**src/rtl/exe_stage_pkg.sv**
```systemverilog
// Shared types and constants for the execute stage.
// Bus layouts match the decode and mem stage interfaces.
package exe_stage_pkg;

    localparam int DS_TO_ES_BUS_WD = 152;
    localparam int ES_TO_MS_BUS_WD = 71;

    localparam int ALU_OP_ADD  = 0;
    localparam int ALU_OP_SUB  = 1;
    localparam int ALU_OP_SLT  = 2;
    localparam int ALU_OP_SLTU = 3;
    localparam int ALU_OP_AND  = 4;
    localparam int ALU_OP_NOR  = 5;
    localparam int ALU_OP_OR   = 6;
    localparam int ALU_OP_XOR  = 7;
    localparam int ALU_OP_SLL  = 8;
    localparam int ALU_OP_SRL  = 9;
    localparam int ALU_OP_SRA  = 10;
    localparam int ALU_OP_LUI  = 11;

    typedef enum logic [1:0] {
        DIV_IDLE = 2'd0,
        DIV_BUSY = 2'd1,
        DIV_DONE = 2'd2
    } div_state_e;

    typedef struct packed {
        logic [31:0] pc;
        logic [11:0] alu_op;
        logic        is_div;
        logic        is_signed;
        logic        mfhi;
        logic        mflo;
        logic        load_op;
        logic        mem_we;
        logic        rf_we;
        logic [4:0]  rf_waddr;
        logic [31:0] src1;
        logic [31:0] src2;
        logic [31:0] st_data;
    } ds_to_es_t;

    typedef struct packed {
        logic [31:0] pc;
        logic        load_op;
        logic        rf_we;
        logic [4:0]  rf_waddr;
        logic [31:0] result;
    } es_to_ms_t;

    function automatic logic [31:0] abs32(input logic [31:0] v, input logic en);
        return (en && v[31]) ? (32'd0 - v) : v;
    endfunction

endpackage

```
**src/rtl/exe_stage_div.sv**
```systemverilog
// Iterative restoring divider, one quotient bit per cycle.
// fin pulses on the last iteration with the sign-corrected results.
module exe_div
    import exe_stage_pkg::*;
(
    input  logic        clk,
    input  logic        reset,
    input  logic        start,
    input  logic        is_signed,
    input  logic [31:0] a,
    input  logic [31:0] b,
    input  logic        clear,
    output logic        fin,
    output logic        done,
    output logic [31:0] quotient,
    output logic [31:0] remainder
);

    div_state_e  state_q, state_d;
    logic [31:0] rem_q, rem_d;
    logic [31:0] quo_q, quo_d;
    logic [31:0] dvs_q, dvs_d;
    logic [4:0]  cnt_q, cnt_d;
    logic        negq_q, negq_d;
    logic        negr_q, negr_d;

    logic [32:0] shifted;
    logic        fits;
    logic [31:0] rem_step;
    logic [31:0] quo_step;

    // quo_q doubles as the dividend shift register
    always_comb begin
        shifted  = {rem_q, quo_q[31]};
        fits     = shifted >= {1'b0, dvs_q};
        rem_step = fits ? (shifted[31:0] - dvs_q) : shifted[31:0];
        quo_step = {quo_q[30:0], fits};
    end

    always_comb begin
        state_d = state_q;
        rem_d   = rem_q;
        quo_d   = quo_q;
        dvs_d   = dvs_q;
        cnt_d   = cnt_q;
        negq_d  = negq_q;
        negr_d  = negr_q;
        unique case (state_q)
            DIV_IDLE: begin
                if (start) begin
                    state_d = DIV_BUSY;
                    rem_d   = '0;
                    quo_d   = abs32(a, is_signed);
                    dvs_d   = abs32(b, is_signed);
                    cnt_d   = '0;
                    negq_d  = is_signed & (a[31] ^ b[31]);
                    negr_d  = is_signed & a[31];
                end
            end
            DIV_BUSY: begin
                rem_d = rem_step;
                quo_d = quo_step;
                cnt_d = cnt_q + 5'd1;
                if (cnt_q == 5'd31) begin
                    state_d = DIV_DONE;
                end
            end
            DIV_DONE: begin
                if (clear) begin
                    state_d = DIV_IDLE;
                end
            end
            default: state_d = DIV_IDLE;
        endcase
    end

    always_ff @(posedge clk or posedge reset) begin
        if (reset) begin
            state_q <= DIV_IDLE;
            rem_q   <= '0;
            quo_q   <= '0;
            dvs_q   <= '0;
            cnt_q   <= '0;
            negq_q  <= 1'b0;
            negr_q  <= 1'b0;
        end else begin
            state_q <= state_d;
            rem_q   <= rem_d;
            quo_q   <= quo_d;
            dvs_q   <= dvs_d;
            cnt_q   <= cnt_d;
            negq_q  <= negq_d;
            negr_q  <= negr_d;
        end
    end

    assign fin       = (state_q == DIV_BUSY) && (cnt_q == 5'd31);
    assign done      = (state_q == DIV_DONE);
    assign quotient  = negq_q ? (32'd0 - quo_step) : quo_step;
    assign remainder = negr_q ? (32'd0 - rem_step) : rem_step;

endmodule

```
**src/rtl/exe_stage.sv**
```systemverilog
// Execute stage: ALU, data-SRAM request, HI/LO and divide sequencing.
// A divide holds the stage until the divider reports done.
module exe_stage
    import exe_stage_pkg::*;
(
    input  logic                       clk,
    input  logic                       reset,
    input  logic                       ms_allowin,
    output logic                       es_allowin,
    input  logic                       ds_to_es_valid,
    input  logic [DS_TO_ES_BUS_WD-1:0] ds_to_es_bus,
    output logic                       es_to_ms_valid,
    output logic [ES_TO_MS_BUS_WD-1:0] es_to_ms_bus,
    output logic                       cpu_data_en,
    output logic [3:0]                 cpu_data_wen,
    output logic [31:0]                cpu_data_addr,
    output logic [31:0]                cpu_data_wdata,
    output logic                       es_valid,
    output logic                       es_load_op,
    output logic [4:0]                 es_rf_waddr
);

    logic        es_valid_q, es_valid_d;
    ds_to_es_t   bus_q, bus_d;
    logic [31:0] hi_q, hi_d;
    logic [31:0] lo_q, lo_d;

    logic        es_ready_go;
    logic        handoff;
    logic        div_fin;
    logic        div_done;
    logic [31:0] div_quo;
    logic [31:0] div_rem;
    logic [31:0] alu_res;
    logic [31:0] es_result;
    es_to_ms_t   out_bus;

    assign es_ready_go    = ~bus_q.is_div | div_done;
    assign es_allowin     = ~es_valid_q | (es_ready_go & ms_allowin);
    assign es_to_ms_valid = es_valid_q & es_ready_go;
    assign handoff        = es_to_ms_valid & ms_allowin;

    exe_div u_div (
        .clk       (clk),
        .reset     (reset),
        .start     (es_valid_q & bus_q.is_div),
        .is_signed (bus_q.is_signed),
        .a         (bus_q.src1),
        .b         (bus_q.src2),
        .clear     (handoff),
        .fin       (div_fin),
        .done      (div_done),
        .quotient  (div_quo),
        .remainder (div_rem)
    );

    always_comb begin
        es_valid_d = es_allowin ? ds_to_es_valid : es_valid_q;
        bus_d      = bus_q;
        if (es_allowin & ds_to_es_valid) begin
            bus_d = ds_to_es_t'(ds_to_es_bus);
        end
        hi_d = div_fin ? div_rem : hi_q;
        lo_d = div_fin ? div_quo : lo_q;
    end

    always_ff @(posedge clk or posedge reset) begin
        if (reset) begin
            es_valid_q <= 1'b0;
            bus_q      <= '0;
            hi_q       <= '0;
            lo_q       <= '0;
        end else begin
            es_valid_q <= es_valid_d;
            bus_q      <= bus_d;
            hi_q       <= hi_d;
            lo_q       <= lo_d;
        end
    end

    always_comb begin
        alu_res = '0;
        unique case (1'b1)
            bus_q.alu_op[ALU_OP_ADD]:  alu_res = bus_q.src1 + bus_q.src2;
            bus_q.alu_op[ALU_OP_SUB]:  alu_res = bus_q.src1 - bus_q.src2;
            bus_q.alu_op[ALU_OP_SLT]:
                alu_res = {31'd0, $signed(bus_q.src1) < $signed(bus_q.src2)};
            bus_q.alu_op[ALU_OP_SLTU]:
                alu_res = {31'd0, bus_q.src1 < bus_q.src2};
            bus_q.alu_op[ALU_OP_AND]:  alu_res = bus_q.src1 & bus_q.src2;
            bus_q.alu_op[ALU_OP_NOR]:  alu_res = ~(bus_q.src1 | bus_q.src2);
            bus_q.alu_op[ALU_OP_OR]:   alu_res = bus_q.src1 | bus_q.src2;
            bus_q.alu_op[ALU_OP_XOR]:  alu_res = bus_q.src1 ^ bus_q.src2;
            bus_q.alu_op[ALU_OP_SLL]:  alu_res = bus_q.src2 << bus_q.src1[4:0];
            bus_q.alu_op[ALU_OP_SRL]:  alu_res = bus_q.src2 >> bus_q.src1[4:0];
            bus_q.alu_op[ALU_OP_SRA]:
                alu_res = $signed(bus_q.src2) >>> bus_q.src1[4:0];
            bus_q.alu_op[ALU_OP_LUI]:  alu_res = {bus_q.src2[15:0], 16'd0};
            default:                   alu_res = '0;
        endcase
    end

    always_comb begin
        es_result = alu_res;
        if (bus_q.mfhi) begin
            es_result = hi_q;
        end else if (bus_q.mflo) begin
            es_result = lo_q;
        end
    end

    always_comb begin
        out_bus.pc       = bus_q.pc;
        out_bus.load_op  = bus_q.load_op;
        out_bus.rf_we    = bus_q.rf_we;
        out_bus.rf_waddr = bus_q.rf_waddr;
        out_bus.result   = es_result;
    end

    assign es_to_ms_bus = out_bus;

    // request only on the handoff cycle so it fires exactly once
    assign cpu_data_en    = handoff & (bus_q.load_op | bus_q.mem_we);
    assign cpu_data_wen   = {4{bus_q.mem_we & cpu_data_en}};
    assign cpu_data_addr  = alu_res;
    assign cpu_data_wdata = bus_q.st_data;

    assign es_valid    = es_valid_q;
    assign es_load_op  = bus_q.load_op;
    assign es_rf_waddr = bus_q.rf_waddr;

endmodule
```
**config.mk**
```make
export PLATFORM = sky130hd
export DESIGN_NAME = exe_stage
export DESIGN_NICKNAME = d
export VERILOG_FILES = /design/src/rtl/exe_stage_pkg.sv /design/src/rtl/exe_stage_div.sv /design/src/rtl/exe_stage.sv
export SDC_FILE = /design/constraint.sdc
export NUM_CORES = 1
export LEC_CHECK = 0
export ABC_AREA = 1
export CELL_PAD_IN_SITES_DETAIL_PLACEMENT = 1
export CELL_PAD_IN_SITES_GLOBAL_PLACEMENT = 1
export CORE_MARGIN = 1.5
export CORE_UTILIZATION = 45
export CTS_CLUSTER_DIAMETER = 60
export DETAILED_ROUTE_END_ITERATION = 7
export PLACE_DENSITY = 0.87
export SLEW_MARGIN = 10
export SYNTH_ARGS = -nofsm -noshare
export SYNTH_HDL_FRONTEND = slang
export SYNTH_HIERARCHICAL = 1
export SYNTH_SLANG_ARGS = --single-unit
```
**constraint.sdc**
```tcl
create_clock -name clk -period 20.7 [get_ports clk]
set_input_delay 2.07 -clock clk [delete_from_list [all_inputs] [get_ports clk]]
set_output_delay 2.07 -clock clk [all_outputs]
set_load 0.01 [all_outputs]
```
==> results.json, run 1 <==
{
  "htree_num_levels": 2,
  "final_layout_size_suffix_gt1_share_pct": 6.78,
  "port_buffers": 304,
  "grt_start_max_net_pins": 106,
  "coreArea_um2": 67200,
  "layout_min_cycle_time_ns": 7.14,
  "root_buffer": "clkbuf_16",
  "instances_no_fill": 5816,
  "hold_violations": 0,
  "vias": 33987,
  "r2r_slack_ns": 15.75,
  "fin_skew_ns": 0.0278,
  "start_util_pct": 45.5,
  "arrival_ns": 5.07,
  "ys_types": 58,
  "syn-num-nets": 5106,
  "wl_um": 144000,
  "max_freq_mhz": 140,
  "synth_area_um2": 30600,
  "hold_depth": 2,
  "ys.warnings.count": 6,
  "crit_path_end_kind": "output pin",
  "cp-start-kind": "flip-flop",
  "cts.sinks": 322,
  "synthCells": 4807,
  "synth_top_cell_area_share_pct": 26.4,
  "hpwlAfterDp_um": 112000,
  "r2r_start": "u_div/rem_q[18]",
  "worst_r2r_path_depth": 21,
  "min_from": "u_div/dvs_q[22]",
  "synth-edff-count": 0,
  "fin_ws_ns": 13.56,
  "drc": 0,
  "min_to": "u_div/dvs_q[22]",
  "grt_use_met3_pct": 7.51,
  "path_clk_slew_ns": 0.06,
  "syn_area_per_cell_um2": 6.36,
  "dp_slack_ns": 14.44,
  "cts_tree": "built",
  "synth_top_cell_by_area": "dfrtp_1",
  "status": "finished, final reports clean",
  "antenna_found_initial": 2,
  "min_period_over_period_pct": 34.5,
  "grt_pass1_wl_um": 215000,
  "cts_buffers": 44,
  "io_pins": 305,
  "routabilityCongestion": 1.07,
  "hold_buffers": 0,
  "rsz0062_at_grt": "false",
  "crit_required_ns": 18.63,
  "layout.nets": 5206,
  "synthFlopType": "dfrtp_1",
  "drt_first_pass_iters": 5,
  "synthTopCellsByArea": "dfrtp_1 (26%), nand2_1 (18%), nand3_1 (7.9%)",
  "setup_violations": 0,
  "via_per_inst": 5.84,
  "synthToLayoutAreaGrowth_pct": 13.9,
  "die_h_um": 264,
  "wl_per_cell_um": 24.8,
  "dp.cells": 5734,
  "post_cts.repair.setup_buffers": 0,
  "chipWidth_um": 264,
  "clk_latency_ns": 0.61,
  "finalSetupTns_ns": 0,
  "grt_usage_pct": 40.7,
  "worst_pin_slew_ns": 0.984,
  "hp-class": "flip-flop to flip-flop",
  "yosysSeqAreaShare_pct": 26.4,
  "max_cap_violations": 0,
  "clk_path_buf_depth": 3,
  "drv_slew": 0,
  "antenna_left": 0,
  "row_count": 95,
  "ctsResizeCount": 0,
  "drt_iter0_drc": 3993,
  "ys_ff_latch": 322,
  "busiest_layer": "met2",
  "die_area_um2": 69500,
  "use_met1_pct": 52.0,
  "fin_util_pct": 51.8,
  "use_met2_pct": 64.5,
  "grt_pass1_vias": 34199,
  "fillCellCount": 9061,
  "critical_path.max_fanout": 9,
  "synthArstFlopShare_pct": 100,
  "timing.rr.end": "hi_q[14]",
  "overflow": 0,
  "relSlewSlack_pct": 34.4,
  "crit_type": "flip-flop to output pin"
}
layer usage:
metal	vias up	routed length (µm)
li1	15451	-
met1	16505	58200
met2	1623	64000
met3	404	12400
met4	4	9260
met5	-	21
kinds of logic after synthesis:
| family | Yosys count | share of synthesized area (%) |
|---|---|---|
| buffers and inverters | 918 | 13.2 |
| muxes | 108 | 3.98 |
| adders and majority gates | 143 | 5.92 |
| and+or+nand+nor | 2627 | 36.7 |
| AOI/OAI and AO/OA | 572 | 10.5 |
| xor gates and xnor gates | 117 | 3.35 |
| DFF | 322 | 26.4 |
worst max-delay path, stage by stage (launching register included):
cell and delay (ns):
dfrtp_1 0.88, inv_1 0.24, ha_1 0.60, nand2_1 0.18
nor2_1 0.38, nand3_1 0.20, nand2_1 0.28, nand2_1 0.13
nand2_1 0.11, nand2_1 0.06, nand3_1 0.08, nand2_1 0.07
nor2_1 0.21, nand3_1 0.31, nand2_1 0.14, nand2_1 0.10
clkdlybuf4s50_1 0.49
final cells by class:
type	count	area, µm²	area share (%)
clock inverters	19	209	0.600
repair buffers	337	3290	9.45
clock buffers	62	1260	3.62
inverters	635	2400	6.90
well taps	873	1090	3.14
flip-flops and latches	322	8060	23.2
diodes	1	2.50	0.00719
multi-input cells	3567	18500	53.1
layout by cell type (no fill, tap or decap), drive strengths merged, types with 4 or more instances in the layout:
master and count:
a21oi 219, a31oi 5, or2 5, a22oi 30, and2 18, o22ai 28, xor2 82, dfrtp 322
xnor2 35, a221oi 12, nand3b 12, o21bai 7, nor2 431, nor3 55, clkdlybuf4s50 304, ha 140
inv 638, clkinv 14, clkbuf 62, a211oi 4, o31ai 5, nor4 7, nand3 498, buf 33
mux2 108, nand4 61, nand2 1537, o21ai 225, o221ai 6, o211ai 22
state kept, by name, indices dropped and copies added, names as in the netlist:
register,flops
hi_q,32
u_div/rem_q,32
lo_q,32
es_valid,1
u_div/dvs_q,32
cpu_data_wdata,32
bus_q,81
u_div/negq_q,1
u_div/cnt_q,5
es_load_op,1
u_div/quo_q,32
es_rf_waddr,5
u_div/negr_q,1
es_to_ms_bus,33
u_div/state_q,2
worst max-delay path by stage:
stage                         start  slack [ns]  cells after the start          endpoint
after floorplan               reset       12.69                      1        bus_q[102]
after global placement    bus_q[65]       14.46                     17  es_to_ms_bus[17]
after detailed placement  bus_q[65]       14.44                     17  es_to_ms_bus[17]
after CTS                 bus_q[65]       13.79                     18   es_to_ms_bus[9]
after global routing      bus_q[65]       13.38                     18   es_to_ms_bus[9]
final                     bus_q[38]       13.56                     16  es_to_ms_bus[11]
metrics by stage:
stage               instance area, µm²  hold WS, ns
finish                           34800        0.488
global route                     34800        0.516
CTS                              34800        0.493
detailed placement               33300        0.476
global placement                 33300        0.466
floorplan                        30600        0.453
cells in the mapped netlist (60+ instances only):
master,instances
nand2_1,1495
ha_1,140
nand4_1,60
a21oi_1,217
xor2_1,82
clkbuf_1,84
nand3_1,483
mux2_2,108
nor2_1,402
o21ai_0,197
dfrtp_1,322
buf_4,97
inv_1,621
buf_2,67
Power of run 1 is not shown: default switching activity piles up to over one toggle a cycle in this logic, so the estimate is an artifact.
==> inputs of run 2 (changes only) <==
CORE_UTILIZATION = 38   (was 45)
PLACE_DENSITY = 0.78   (was 0.87)
clock period = 5.99 ns   (was 20.7 ns; I/O delays follow)
==> run 2 against run 1 <==
Net effect:
- first-iteration DRC count shrank 26%
- die area grew 18%
- critical path type unchanged
- non-clock buffer count grew 10
- worst hold slack lost 0.092 ns
- critical endpoint is now es_to_ms_bus[14]
- largest cell class unchanged
==> results.json, run 2 (same netlist as run 1, synthesis figures left out) <==
{
  "min_period_over_period_pct": 95.6,
  "crit_type": "flip-flop to output pin",
  "crit_chain": "buf_4 -> fa_1 -> nand3_1 -> nand3_1 -> nand2_1 -> nand2_1 -> nand2_1 -> nand2_1 -> nand2_1 -> nand2_1 -> o21ai_0 -> nor2_1 -> nand3_1 -> nand2_1 -> nand2_1 -> clkdlybuf4s50_1",
  "clk_path_buf_depth": 3,
  "layout_min_cycle_time_ns": 5.73,
  "ctsResizeCount": 0,
  "worst-path-stages": 16,
  "worst_pin_slew_ns": 1.09,
  "relSlewSlack_pct": 27.1,
  "chipWidth_um": 287,
  "rsz0062_at_grt": "false",
  "antenna_left": 0,
  "r2r_slack_ns": 1.41,
  "setup_violations": 0,
  "status": "finished, final reports clean",
  "coreArea_um2": 79300,
  "critical-path-top-delay-family": "simple AND/OR/NAND/NOR gates",
  "hp-class": "primary input to async pin",
  "fillCellCount": 10481,
  "crit_required_ns": 5.39,
  "grt_pass1_vias": 34383,
  "mostFrequentLayoutCell": "nand2_1",
  "post_cts.repair.setup_buffers": 0,
  "cpMaxStageDelayCell": "buf_4",
  "wl_um": 154000,
  "start_util_pct": 38.6,
  "cp-start-kind": "flip-flop",
  "port_buffers": 304,
  "path_clk_slew_ns": 0.06,
  "io_pins": 305,
  "worst_r2r_path_depth": 22,
  "root_buffer": "clkbuf_16",
  "max_freq_mhz": 175,
  "hold_violations": 0,
  "cpPeakStageDelay_ns": 0.68,
  "drt_iter0_drc": 2951,
  "clk_latency_ns": 0.63,
  "grt_start_max_net_pins": 143,
  "cts_tree": "built",
  "timing.rr.end": "hi_q[28]",
  "crit_path_end_kind": "output pin",
  "arrival_ns": 5.13,
  "cts_buffers": 47,
  "final_layout_size_suffix_gt1_share_pct": 7.18,
  "cts.sinks": 322,
  "fin_skew_ns": 0.0339,
  "die_h_um": 287,
  "hold_buffers": 0,
  "critical_path.max_fanout": 73,
  "regMostFlops": "bus_q",
  "cp_num_buf_inv": 2,
  "layout.nets": 5219,
  "multi_input_area_um2": 18500,
  "antenna_found_initial": 6,
  "hpwlAfterDp_um": 122000,
  "critPathMostFrequentCell": "nand2_1",
  "grt_usage_pct": 36.9,
  "htree_num_levels": 2,
  "final_cell_mix": "nand2_1 (1494), inv_1 (618), nand3_1 (482), nor2_1 (398), dfrtp_1 (318)",
  "overflow": 0,
  "drt_first_pass_iters": 5,
  "row_count": 103,
  "grt_pass1_wl_um": 225000,
  "max_cap_violations": 0,
  "synthToLayoutAreaGrowth_pct": 15.4,
  "routabilityCongestion": 1.04,
  "drv_slew": 0,
  "die_area_um2": 82200,
  "finalSetupTns_ns": 0,
  "via_per_inst": 5.65,
  "largest_register_ffs": 81,
  "vias": 33969,
  "drc": 0,
  "regArea_um2": 8060,
  "r2r_start": "u_div/rem_q[10]",
  "wl_per_cell_um": 25.6
}
==> run 2: cell types whose count changed in the layout (fill, tap and decap cells not counted), sizes merged <==
cell,change
clkinvlp,+5
bufinv,+2
buf,+10
diode,+2
inv,-1
clkinv,+6
clkbuf,-6
==> run 2: worst max-delay path by stage <==
| stage | start | to | slack, ns |
|---|---|---|---|
| 6_report | bus_q[65] | es_to_ms_bus[14] | 0.26 |
| 5_1_grt | bus_q[65] | es_to_ms_bus[6] | 0.21 |
| 4_1_cts | bus_q[65] | es_to_ms_bus[14] | 0.40 |
| 3_5_place_dp | bus_q[65] | es_to_ms_bus[14] | 1.10 |
| 3_3_place_gp | bus_q[65] | es_to_ms_bus[14] | 1.11 |
| 2_1_floorplan | u_div/rem_q[1] | lo_q[28] | 2.55 |
==> run 2: layout make-up <==
type,count,area share (%)
Multi-Input combinational cell,3567,52.4
Sequential cell,322,22.8
Timing Repair Buffer,347,9.61
Inverter,635,6.79
Tap cell,1050,3.72
Clock buffer,56,3.51
Clock inverter,31,1.05
Antenna cell,3,0.0213
==> run 2: per-stage QoR <==
| step | worst slack [ns] | hold WS (ns) | util [%] | instance area, µm² | instances |
|---|---|---|---|---|---|
| 2_1_floorplan | 2.55 | 0.453 | - | 30600 | 4807 |
| 3_3_place_gp | 1.11 | 0.466 | 42.5 | 33700 | 5921 |
| 3_5_place_dp | 1.10 | 0.475 | 42.5 | 33700 | 5921 |
| 4_1_cts | 0.399 | 0.397 | 44.5 | 35300 | 6008 |
| 5_1_grt | 0.207 | 0.430 | 44.5 | 35300 | 6011 |
| 6_report | 0.264 | 0.396 | 44.5 | 35300 | 6011 |
==> run 2: metal layers <==
metal	track usage [%]	up-vias	wire length, µm	share of wire, %
li1	-	15488	-	-
met1	46.8	16668	62300	41
met2	58.6	1433	69100	45
met3	5.75	376	11100	7.3
met4	23.4	4	11100	7.2
met5	0	-	28	0.018
==> run 2: worst reg2reg max path: cells and delay by family, from the launching register on <==
family                   cells  cell delay, ns
AND/OR/NAND/NOR             16            2.61
adder cells (fa/ha/maj)      2            0.71
flip-flops                   1            0.49
multiplexers                 1            0.25
buffers and inverters        2            0.23
AO/OA/AOI/OAI                1            0.17
Power of run 2 is left out for the same reason.
